===== src/rtl/tartaruga_pkg.sv =====
// Shared types and widths for the tartaruga MEM-stage data memory path.
package tartaruga_pkg;

    localparam int unsigned DMEM_ADDR_W = 32;
    localparam int unsigned DMEM_DATA_W = 32;
    localparam int unsigned DMEM_CNT_W  = 3;

    typedef enum logic [1:0] {
        IDLE  = 2'd0,
        ISSUE = 2'd1,
        WAIT  = 2'd2,
        RESP  = 2'd3
    } dmem_arb_state_e;

    typedef enum logic {
        CORE = 1'b0,
        DBG  = 1'b1
    } dmem_owner_e;

    typedef struct packed {
        logic [DMEM_ADDR_W-1:0] addr;
        logic [DMEM_DATA_W-1:0] wdata;
        logic                   we;
    } dmem_req_t;

endpackage


===== src/rtl/rr_arbiter2.sv =====
// Two-way round-robin arbiter: on contention the requester that was not granted last wins.
module rr_arbiter2
    import tartaruga_pkg::*;
(
    input  logic [1:0]  i_valid,
    input  dmem_owner_e i_last,
    output logic [1:0]  o_grant_c
);

    always_comb begin
        o_grant_c = 2'b00;
        case (i_valid)
            2'b01:   o_grant_c = 2'b01;
            2'b10:   o_grant_c = 2'b10;
            2'b11:   o_grant_c = (i_last == CORE) ? 2'b10 : 2'b01;
            default: o_grant_c = 2'b00;
        endcase
    end

endmodule


===== src/rtl/dmem_arbiter.sv =====
// Sequences single-port data memory accesses and arbitrates core vs. debug,
// one transaction in flight, fixed read latency, registered per-requester responses.
module dmem_arbiter
    import tartaruga_pkg::*;
#(
    parameter int unsigned ADDR_W  = 32,
    parameter int unsigned DATA_W  = 32,
    parameter int unsigned MEM_LAT = 2
) (
    input  logic              clk_i,
    input  logic              rst_i,

    input  logic              core_req_valid_i,
    output logic              core_req_ready_o,
    input  logic [ADDR_W-1:0] core_req_addr_i,
    input  logic [DATA_W-1:0] core_req_wdata_i,
    input  logic              core_req_we_i,
    output logic              core_rsp_valid_o,
    output logic [DATA_W-1:0] core_rsp_rdata_o,

    input  logic              dbg_req_valid_i,
    output logic              dbg_req_ready_o,
    input  logic [ADDR_W-1:0] dbg_req_addr_i,
    input  logic [DATA_W-1:0] dbg_req_wdata_i,
    input  logic              dbg_req_we_i,
    output logic              dbg_rsp_valid_o,
    output logic [DATA_W-1:0] dbg_rsp_rdata_o,

    output logic              mem_req_o,
    output logic              mem_we_o,
    output logic [ADDR_W-1:0] mem_addr_o,
    output logic [DATA_W-1:0] mem_wdata_o,
    input  logic [DATA_W-1:0] mem_rdata_i
);

    if ((MEM_LAT == 0) || (MEM_LAT > 7)) begin : g_bad_mem_lat
        $error("dmem_arbiter: MEM_LAT=%0d outside 1..7", MEM_LAT);
    end
    if ((ADDR_W != DMEM_ADDR_W) || (DATA_W != DMEM_DATA_W)) begin : g_bad_width
        $error("dmem_arbiter: ADDR_W/DATA_W must match tartaruga_pkg widths");
    end

    localparam logic [DMEM_CNT_W-1:0] LAT_CNT = DMEM_CNT_W'(MEM_LAT);
    localparam logic [DMEM_CNT_W-1:0] CNT_ONE = DMEM_CNT_W'(1);

    dmem_arb_state_e         r_state;
    dmem_arb_state_e         w_next_state;
    logic [DMEM_CNT_W-1:0]   r_cnt;
    dmem_req_t               r_req;
    dmem_owner_e             r_owner;
    dmem_owner_e             r_last;
    logic [DATA_W-1:0]       r_rdata;

    logic [1:0]              w_grant;
    logic                    w_can_accept;
    logic                    w_accept;
    dmem_req_t               w_core_req;
    dmem_req_t               w_dbg_req;

    rr_arbiter2 u_rr_arbiter2 (
        .i_valid   ({dbg_req_valid_i, core_req_valid_i}),
        .i_last    (r_last),
        .o_grant_c (w_grant)
    );

    // Reset gates acceptance so ready reads 0 while rst_i is held.
    assign w_can_accept = !rst_i && ((r_state == IDLE) || (r_state == RESP));
    assign w_accept     = w_can_accept && (w_grant != 2'b00);

    assign w_core_req = '{addr:  DMEM_ADDR_W'(core_req_addr_i),
                          wdata: DMEM_DATA_W'(core_req_wdata_i),
                          we:    core_req_we_i};
    assign w_dbg_req  = '{addr:  DMEM_ADDR_W'(dbg_req_addr_i),
                          wdata: DMEM_DATA_W'(dbg_req_wdata_i),
                          we:    dbg_req_we_i};

    // State register
    always_ff @(posedge clk_i or posedge rst_i) begin
        if (rst_i) begin
            r_state <= IDLE;
        end else begin
            r_state <= w_next_state;
        end
    end

    // Next state and output decode
    always_comb begin
        w_next_state     = r_state;
        core_req_ready_o = 1'b0;
        dbg_req_ready_o  = 1'b0;
        core_rsp_valid_o = 1'b0;
        core_rsp_rdata_o = '0;
        dbg_rsp_valid_o  = 1'b0;
        dbg_rsp_rdata_o  = '0;
        mem_req_o        = 1'b0;
        mem_we_o         = 1'b0;
        mem_addr_o       = '0;
        mem_wdata_o      = '0;

        case (r_state)
            IDLE:    if (w_accept) w_next_state = ISSUE;
            ISSUE:   w_next_state = WAIT;
            WAIT:    if (r_cnt == CNT_ONE) w_next_state = RESP;
            RESP:    w_next_state = w_accept ? ISSUE : IDLE;
            default: w_next_state = IDLE;
        endcase

        core_req_ready_o = w_can_accept && w_grant[0];
        dbg_req_ready_o  = w_can_accept && w_grant[1];

        if (r_state == ISSUE) begin
            mem_req_o   = 1'b1;
            mem_we_o    = r_req.we;
            mem_addr_o  = ADDR_W'(r_req.addr);
            mem_wdata_o = DATA_W'(r_req.wdata);
        end

        if (r_state == RESP) begin
            if (r_owner == CORE) begin
                core_rsp_valid_o = 1'b1;
                core_rsp_rdata_o = r_rdata;
            end else begin
                dbg_rsp_valid_o  = 1'b1;
                dbg_rsp_rdata_o  = r_rdata;
            end
        end
    end

    // Request latch, latency counter and response capture
    always_ff @(posedge clk_i or posedge rst_i) begin
        if (rst_i) begin
            r_cnt   <= '0;
            r_req   <= '0;
            r_owner <= CORE;
            r_last  <= DBG;
            r_rdata <= '0;
        end else begin
            if (w_accept) begin
                r_req   <= w_grant[1] ? w_dbg_req : w_core_req;
                r_owner <= w_grant[1] ? DBG : CORE;
                r_last  <= w_grant[1] ? DBG : CORE;
            end
            if (r_state == ISSUE) begin
                r_cnt <= LAT_CNT;
            end else if (r_state == WAIT) begin
                r_cnt <= r_cnt - CNT_ONE;
                // Stores return 0 so the response is a plain write ack.
                if (r_cnt == CNT_ONE) begin
                    r_rdata <= r_req.we ? '0 : mem_rdata_i;
                end
            end
        end
    end

endmodule


===== config.mk =====
export PLATFORM = sky130hd
export DESIGN_NAME = dmem_arbiter
export DESIGN_NICKNAME = d
export VERILOG_FILES = /design/src/rtl/tartaruga_pkg.sv /design/src/rtl/rr_arbiter2.sv /design/src/rtl/dmem_arbiter.sv
export SDC_FILE = /design/constraint.sdc
export NUM_CORES = 1
export LEC_CHECK = 0
export ABC_AREA = 0
export CAP_MARGIN = 30
export CORE_MARGIN = 10
export CORE_UTILIZATION = 41
export CTS_BUF_LIST = sky130_fd_sc_hd__clkbuf_8
export DETAILED_ROUTE_END_ITERATION = 10
export GPL_TIMING_DRIVEN = 0
export PLACE_DENSITY = 0.8
export SYNTH_ARGS = -nofsm -noshare
export SYNTH_HDL_FRONTEND = slang
export SYNTH_HIERARCHICAL = 1
export SYNTH_SLANG_ARGS = --single-unit

===== constraint.sdc =====
create_clock -name clk_i -period 4 [get_ports clk_i]
set_input_delay 0.4 -clock clk_i [delete_from_list [all_inputs] [get_ports clk_i]]
set_output_delay 0.4 -clock clk_i [all_outputs]
set_load 0.005 [all_outputs]

# Yosys cells after proc, flatten, opt, wreduce, memory -nomap -nowiden
# Index checks and enable logic that the tools add are counted.
[totals]
regBits = 104
latch_bits = 0
mem_bits_rw = 0
mem_bits_ro = 0
input_bits = 166
out_inout_bits = 134
elab_cells = 53
mem_count = 0
[classes]
add_sub_neg = 1
n_mul = 0
n_div = 0
n_lt_le_gt_ge = 0
eq_ne = 9
shift = 0
n_mux = 23
bitwise = 1
reduce_logical = 11
[op_table]
columns = ["operator", "n"]
rows = [
  ["$mux 32", 7],
  ["$mux 65", 1],
  ["$eq 2x2->1 const B", 4],
  ["$mux 1", 8],
  ["$pmux 2 s4", 1],
  ["$mux 2", 3],
  ["$mux 3", 2],
  ["$pmux 2 s3", 1],
  ["$eq 2x1->1 const B", 2],
  ["$logic_and 1x1->1", 4],
  ["$ne 2x2->1 const B", 2],
  ["$reduce_bool 2->1", 2],
  ["$eq 3x1->1 const B", 1],
  ["$reduce_and 3->1", 1],
  ["$sub 3x1->3 const B", 1],
  ["$logic_not 2->1", 1],
  ["$reduce_and 2->1", 1],
  ["$logic_not 1->1", 1],
  ["$logic_or 1x1->1", 1],
  ["$not 1->1", 1],
]

# Logic depth before layout (Yosys ltp)
# Gate-level depths: netlist of the first run.
[logic_depth]
ltp_word = 6
mapped_depth = 8
ltp_nobuf = 6

# Cells and area by module
# The synthesis of the first run kept the hierarchy.
[modules_own_cells]
columns = ["mod", "n_inst", "cells_each", "area_each_um2", "seq_area_each_um2"]
rows = [
  ["dmem_arbiter", 1, 609, 5627.9, 2603.7],
  ["rr_arbiter2", 1, 3, 18.8, 0.0],
]

# Least setup slack after synthesis of the first run
# OpenSTA, ideal clock, no wires.
[synth_timing]
path_type = "flip-flop to flip-flop"
start = "reg r_state[0]"
end = "reg r_state[1]"
setup_ps = 125
t_arrival_ps = 1689
required_ps = 3875
path_slack_ps = 2186
stages_incl_launch_ff = 8
path_buffers = 1
period_less_slack_ps = 1814
path_cell_list = "dfrtp_1 -> inv_1 -> ha_1 -> nor2_4 -> o21ai_4 -> buf_6 -> a21oi_2 -> mux2_4"
[synth_via]
word_cells_on_any_way = 11
classes_between = "5 x eq/ne; 1 x mux; 5 x reduce/logical"
[synth_rtl]
columns = ["item", "line", "rtl"]
rows = [
  ["from (decl)", "dmem_arbiter.sv:46", "dmem_arb_state_e r_state;"],
  ["from (signal assigned)", "dmem_arbiter.sv:82", "r_state <= w_next_state;"],
  ["$eq 2x2->1 (tied with other cells)", "dmem_arbiter.sv:100", "case (r_state)"],
  ["$pmux 2 s4 *", "dmem_arbiter.sv:100", ""],
  ["named net w_next_state[1]", "dmem_arbiter.sv:47", "dmem_arb_state_e w_next_state;"],
]
# The timed path passes the listed nets; every way through them passes the cells marked *.
# A chain may end at the register's enable or synchronous reset.

# Worst setup path in the final report of the first run
[layout_timing]
start = "reg r_state[1]"
end = "out mem_addr_o[25]"
[layout_via]
elab_chain_len = 2
[layout_lines]
columns = ["item", "line", "rtl"]
rows = [
  ["$eq 2x1->1", "dmem_arbiter.sv:111", "if (r_state == ISSUE) begin"],
  ["$mux 32", "dmem_arbiter.sv:111", ""],
  ["to (decl)", "dmem_arbiter.sv:31", "output logic [ADDR_W-1:0] mem_addr_o,"],
]
# Every way passes these cells.

==> impl_metrics.json, run 1 <==
{
  "cts_buffers": 9,
  "rows": 42,
  "yosysWarnings": 6,
  "antenna_cells": 0,
  "cts_max_level": 3,
  "crit_slowest_cell": "clkdlybuf4s50_1",
  "mostFrequentLayoutCells": "clkdlybuf4s50_1, dfrtp_1, nand2_1, and2_1, o21ai_0",
  "worst_ep_required_time_ns": 3.60,
  "async_flop_share_pct": 100,
  "fp.dieH_um": 137,
  "synth_edf_count": 0,
  "synth_nets": 784,
  "routed_via_density": 4.89,
  "core_sq_mm": 0.0133,
  "finalClockSkew_ns": 0.0104,
  "p_leak_nw": 4.06,
  "cp-start-kind": "flop",
  "status": "completed",
  "crit_chain": "inv_1 -> ha_1 -> buf_1 -> clkbuf_1 -> and2_1 -> clkdlybuf4s50_1",
  "preCtsSetupSlack_ns": 1.16,
  "clock-root-buffer": "clkbuf_8",
  "r2r_start": "r_state[0]",
  "syn_avg_cell_area_sq_um": 9.23,
  "grt_max_degree": 71,
  "dp_hpwl_um": 17000,
  "setup_tns_ns": 0,
  "min_period_ns": 3.16,
  "track_usage_pct": 21.0,
  "gp_congestion": 0.846,
  "worst_pin_slew_ns": 0.505,
  "fp.dieW_um": 137,
  "ctsResizeCount": 0,
  "ios": 300,
  "totalWireLength_um": 20600,
  "nNetsFinal": 1095,
  "path_clk_slew_ns": 0.09,
  "remaining_drc_errors": 0,
  "vias": 5396,
  "critical_path.top_delay_family": "buffers and inverters",
  "vdd_drop_max_mv": 0.252,
  "post-route-period-util_pct": 78.9,
  "syn-instance-count": 612,
  "dieArea_sq_mm": 0.0189,
  "r2r_slack_ns": 1.98,
  "synth_flop_cell": "dfrtp_1",
  "synthToLayoutAreaGrowth_pct": 60.6,
  "final.setup.worst_slack_ns": 0.845,
  "yosysSeqAreaShare_pct": 46.1,
  "cp-end-kind": "output port",
  "grt_setup_unrepaired": "false",
  "cts.hold.buffers_added": 0,
  "final_cell_count_no_fill": 1104,
  "antenna_found_initial": 0,
  "cts.sinks": 104,
  "totalPowerFinal_w": 0.00521,
  "cts_tree": "done",
  "grt_pass1_wl_um": 30500,
  "slew_violations": 0,
  "max_freq_mhz": 317,
  "synth.distinct_cells": 32,
  "reg2reg_depth": 7,
  "post-place-cells": 1088,
  "final_common_cell": "clkdlybuf4s50_1",
  "arrival_ns": 2.76,
  "slowest_delay_ns": 0.55,
  "critPathBufInv": 4,
  "cts_setup_buffers": 0,
  "reg2reg_to": "r_state[1]",
  "first_pass_iters": 4,
  "overflow": 0,
  "syn_area_sq_mm": 0.00565,
  "crit_type": "reg2out",
  "finalHoldViolations": 0,
  "drtIter0Drc": 237,
  "numPortBuffers": 299,
  "maxCapViolations": 0,
  "ys_ff_latch": 104,
  "final_antenna_net_count": 0,
  "routedWlPerCell_um": 18.7,
  "hold_path_class": "in2async",
  "clock_latency_ns": 0.38,
  "layout-drive-gt1-share_pct": 4.42,
  "setup_violations": 0,
  "crit_path_max_fanout": 10,
  "clockBufferDepth": 2,
  "max_slew_margin_pct": 66.3,
  "power_density_mw_per_mm2": 575,
  "initial_core_util_pct": 42.3,
  "first_global_vias": 5669
}
-- where the power goes --
part | internal (W) | switching [W] | leakage (nW) | total (W)
combinational | 0.00145 | 0.00129 | 2.71 | 0.00274
clock | 0.000255 | 0.000359 | 0.0977 | 0.000614
sequential | 0.00157 | 0.000287 | 1.26 | 0.00186
-- sequential cells by signal, summed over array words and instances, names as in the netlist --
name,flops
r_last,1
r_req,65
r_rdata,32
r_owner,1
r_cnt,3
r_state,2
-- worst max path at each step --
stage	start	to	slack, ns	cells past startpoint
6_report	r_state[1]	mem_addr_o[25]	0.84	6
2_1_floorplan	rst_i	r_cnt[0]	0.87	1
3_3_place_gp	rst_i	r_req[12]	-0.85	2
3_5_place_dp	r_state[1]	mem_addr_o[25]	1.16	6
5_1_grt	r_state[1]	mem_addr_o[23]	0.59	6
4_1_cts	r_state[1]	mem_addr_o[25]	0.75	6
-- routing by layer --
layer | GRT usage, % | routed length [um] | up-vias
met4 | 4.63 | 229 | 0
met5 | 0 | 0 | -
li1 | - | - | 2645
met3 | 9.54 | 2490 | 13
met1 | 21.8 | 7660 | 2516
met2 | 38.0 | 10200 | 222
-- cell families after synthesis --
logic type / Yosys count / synth area share (%)
adders and majority gates: 6 / 1.33
DFF: 104 / 46.1
and+or+nand+nor: 269 / 25.5
buffers and inverters: 56 / 4.48
AOI/OAI and AO/OA: 109 / 10.4
muxes: 68 / 12.2
-- worst reg2reg max path, stage by stage, from the launching register on --
cell	delay, ns
dfrtp_1	0.42
inv_1	0.11
ha_1	0.42
nor2_4	0.20
o21ai_4	0.11
buf_6	0.18
a21oi_2	0.16
mux2_4	0.31
-- cell usage after synthesis (2+ instances only) --
master / n / area [sq um]
dfrtp_1: 103 / 2580
and2_1: 99 / 619
nand2_1: 99 / 372
o21ai_0: 93 / 465
mux2i_1: 66 / 661
nand2b_1: 33 / 206
and3_1: 32 / 200
clkbuf_1: 27 / 101
buf_2: 13 / 65.1
inv_1: 9 / 33.8
ha_1: 6 / 75.1
buf_4: 5 / 37.5
o21ai_1: 4 / 20.0
a21boi_0: 2 / 15.0
a21o_1: 2 / 15.0
nor2b_1: 2 / 12.5
nor3_1: 2 / 10.0
-- layout make-up --
cell class,instances,area [sq um]
flip-flops and latches,104,2600
repair buffers,300,3020
multi-input cells,452,2790
plain buffers,47,219
inverters,9,36.3
clock inverters,5,25.0
well taps,176,220
fillers,1178,4280
clock buffers,11,151
-- metrics by stage --
stage | hold slack (ns) | util [%] | area (sq um)
after detailed placement | 0.462 | 66.6 | 8890
final | 0.477 | 67.9 | 9070
after global routing | 0.501 | 67.9 | 9070
after floorplan | 0.442 | - | 5650
after global placement | 0.453 | 66.4 | 8860
after CTS | 0.483 | 67.9 | 9070
(Power assumes the default switching activity.)
==> run 2, diff against run 1 <==
==> constraint.sdc (replaced) <==
create_clock -name clk_i -period 2.95 [get_ports clk_i]
set_input_delay 0.295 -clock clk_i [delete_from_list [all_inputs] [get_ports clk_i]]
set_output_delay 0.295 -clock clk_i [all_outputs]
set_load 0.005 [all_outputs]
==> impl_metrics.json, run 2 (synthesis results as in run 1) <==
{
  "vdd_drop_max_mv": 0.315,
  "met1_length_um": 8340,
  "slowest_delay_ns": 0.50,
  "rows": 42,
  "synthToLayoutAreaGrowth_pct": 60.7,
  "finalHoldViolations": 0,
  "post-place-cells": 1089,
  "top_layer": "met4",
  "core_sq_mm": 0.0133,
  "reg2reg_to": "r_state[1]",
  "grt_pass1_wl_um": 31300,
  "path_clk_slew_ns": 0.10,
  "cp-end-kind": "output port",
  "first_global_vias": 5455,
  "initial_core_util_pct": 42.3,
  "remaining_drc_errors": 0,
  "max_slew_margin_pct": 58.5,
  "gp_congestion": 0.809,
  "r2r_start": "r_state[0]",
  "cts_max_level": 3,
  "top_register": "r_req",
  "crit_type": "reg2out",
  "min_period_ns": 2.78,
  "clockBufferDepth": 2,
  "totalWireLength_um": 20800,
  "first_pass_iters": 4,
  "max_freq_mhz": 360,
  "dp_hpwl_um": 17100,
  "worst_ep_required_time_ns": 2.65,
  "setup_violations": 0,
  "drtIter0Drc": 259,
  "crit_chain": "ha_1 -> nor2b_1 -> clkbuf_1 -> and2_1 -> clkdlybuf4s50_1",
  "track_usage_pct": 21.5,
  "ios": 300,
  "crit_start": "r_state[0]",
  "nNetsFinal": 1096,
  "dieArea_sq_mm": 0.0189,
  "cts.hold.buffers_added": 0,
  "p_leak_nw": 4.08,
  "endpoint": "core_rsp_rdata_o[4]",
  "setup_tns_ns": 0,
  "slew_violations": 0,
  "cts_setup_buffers": 0,
  "layout-drive-gt1-share_pct": 4.95,
  "mostFrequentLayoutCells": "clkdlybuf4s50_1, dfrtp_1, nand2_1, and2_1, o21ai_0",
  "grt_setup_unrepaired": "false",
  "final_common_cell": "clkdlybuf4s50_1",
  "final_cell_count_no_fill": 1105,
  "vias": 5388,
  "maxCapViolations": 0,
  "reg2reg_depth": 7,
  "antenna_found_initial": 0,
  "hold_path_class": "in2async",
  "routedWlPerCell_um": 18.9,
  "clock_latency_ns": 0.37,
  "status": "completed",
  "r2r_slack_ns": 0.90,
  "finalClockSkew_ns": 0.00723,
  "power_density_mw_per_mm2": 775,
  "crit_path_max_fanout": 10,
  "crit_slowest_cell": "clkdlybuf4s50_1",
  "antenna_cells": 0,
  "arrival_ns": 2.48,
  "cts_buffers": 9,
  "grt_max_degree": 41,
  "numPortBuffers": 299,
  "worst_pin_slew_ns": 0.621,
  "post-route-period-util_pct": 94.2,
  "fp.dieW_um": 137,
  "largest_reg_flops": 65,
  "clock-root-buffer": "clkbuf_8",
  "reg.largest.list": "r_req (65), r_rdata (32), r_cnt (3)",
  "fp.dieH_um": 137,
  "overflow": 0,
  "cts_tree": "done",
  "wl_met3_um": 2360,
  "cts.sinks": 104,
  "wl_met2_um": 9900,
  "cp-start-kind": "flop",
  "final_antenna_net_count": 0,
  "routed_via_density": 4.88
}
run 2: changes by cell type in the layout (fill, tap and decap cells not counted), sizes merged:
cell    before  now
clkinv       2    1
buf         21   23
clkbuf      38   36
inv         11   13
run 2: how the worst min path moves through the flow:
stage,startpoint,end,slack (ns),cells past startpoint
2_1_floorplan,r_req[10],r_req[10],0.44,2
3_3_place_gp,r_req[14],r_req[14],0.45,2
3_5_place_dp,r_req[18],r_req[18],0.46,2
4_1_cts,rst_i,r_cnt[0],0.44,2
5_1_grt,rst_i,r_req[3],0.47,2
6_report,rst_i,r_req[60],0.43,2
run 2: timing repair:
item / in CTS / in global routing
setup endpoints to repair: 37 / 22
pin swaps: 0 / 0
resized for setup: 3 / 8
run 2: area by class of cell:
type / count / area [sq um]
buffer: 47 / 226
clock buffer: 10 / 138
clock inverter: 6 / 23.8
fill: 1169 / 4270
inverter: 9 / 37.5
multi-input combinational: 452 / 2790
sequential: 104 / 2600
tap: 176 / 220
timing repair buffer: 301 / 3030
run 2: critical path, delay by kind of cell (launching register included):
family / cells / cell delay, ns
AND/OR/NAND/NOR: 2 / 0.51
buffers and inverters: 2 / 0.81
adder cells (fa/ha/maj): 1 / 0.36
flip-flops: 1 / 0.44
run 2: metrics by stage:
stage | utilization [%] | hold WS [ns] | setup WS, ns | total power, W | instance area, sq um
floorplan | - | 0.442 | 1.14 | 0.00435 | 5650
global placement | 66.4 | 0.452 | 0.200 | 0.00619 | 8860
detailed placement | 66.7 | 0.462 | 0.219 | 0.00630 | 8900
CTS | 67.9 | 0.437 | 0.0673 | 0.00710 | 9070
global route | 68.0 | 0.465 | 0.0431 | 0.00764 | 9070
finish | 68.0 | 0.434 | 0.171 | 0.00704 | 9070
run 2: per-layer routing:
metal	GRT usage, %	up-vias
li1	-	2645
met1	25.1	2505
met2	36.2	224
met3	8.38	14
met4	5.50	0
met5	0	-
run 2: power breakdown:
part / switching, W / leakage (nW) / internal [W] / total (W)
sequential: 0.000402 / 1.26 / 0.00213 / 0.00253
clock: 0.000477 / 0.102 / 0.000315 / 0.000792
combinational: 0.00173 / 2.73 / 0.00198 / 0.00371
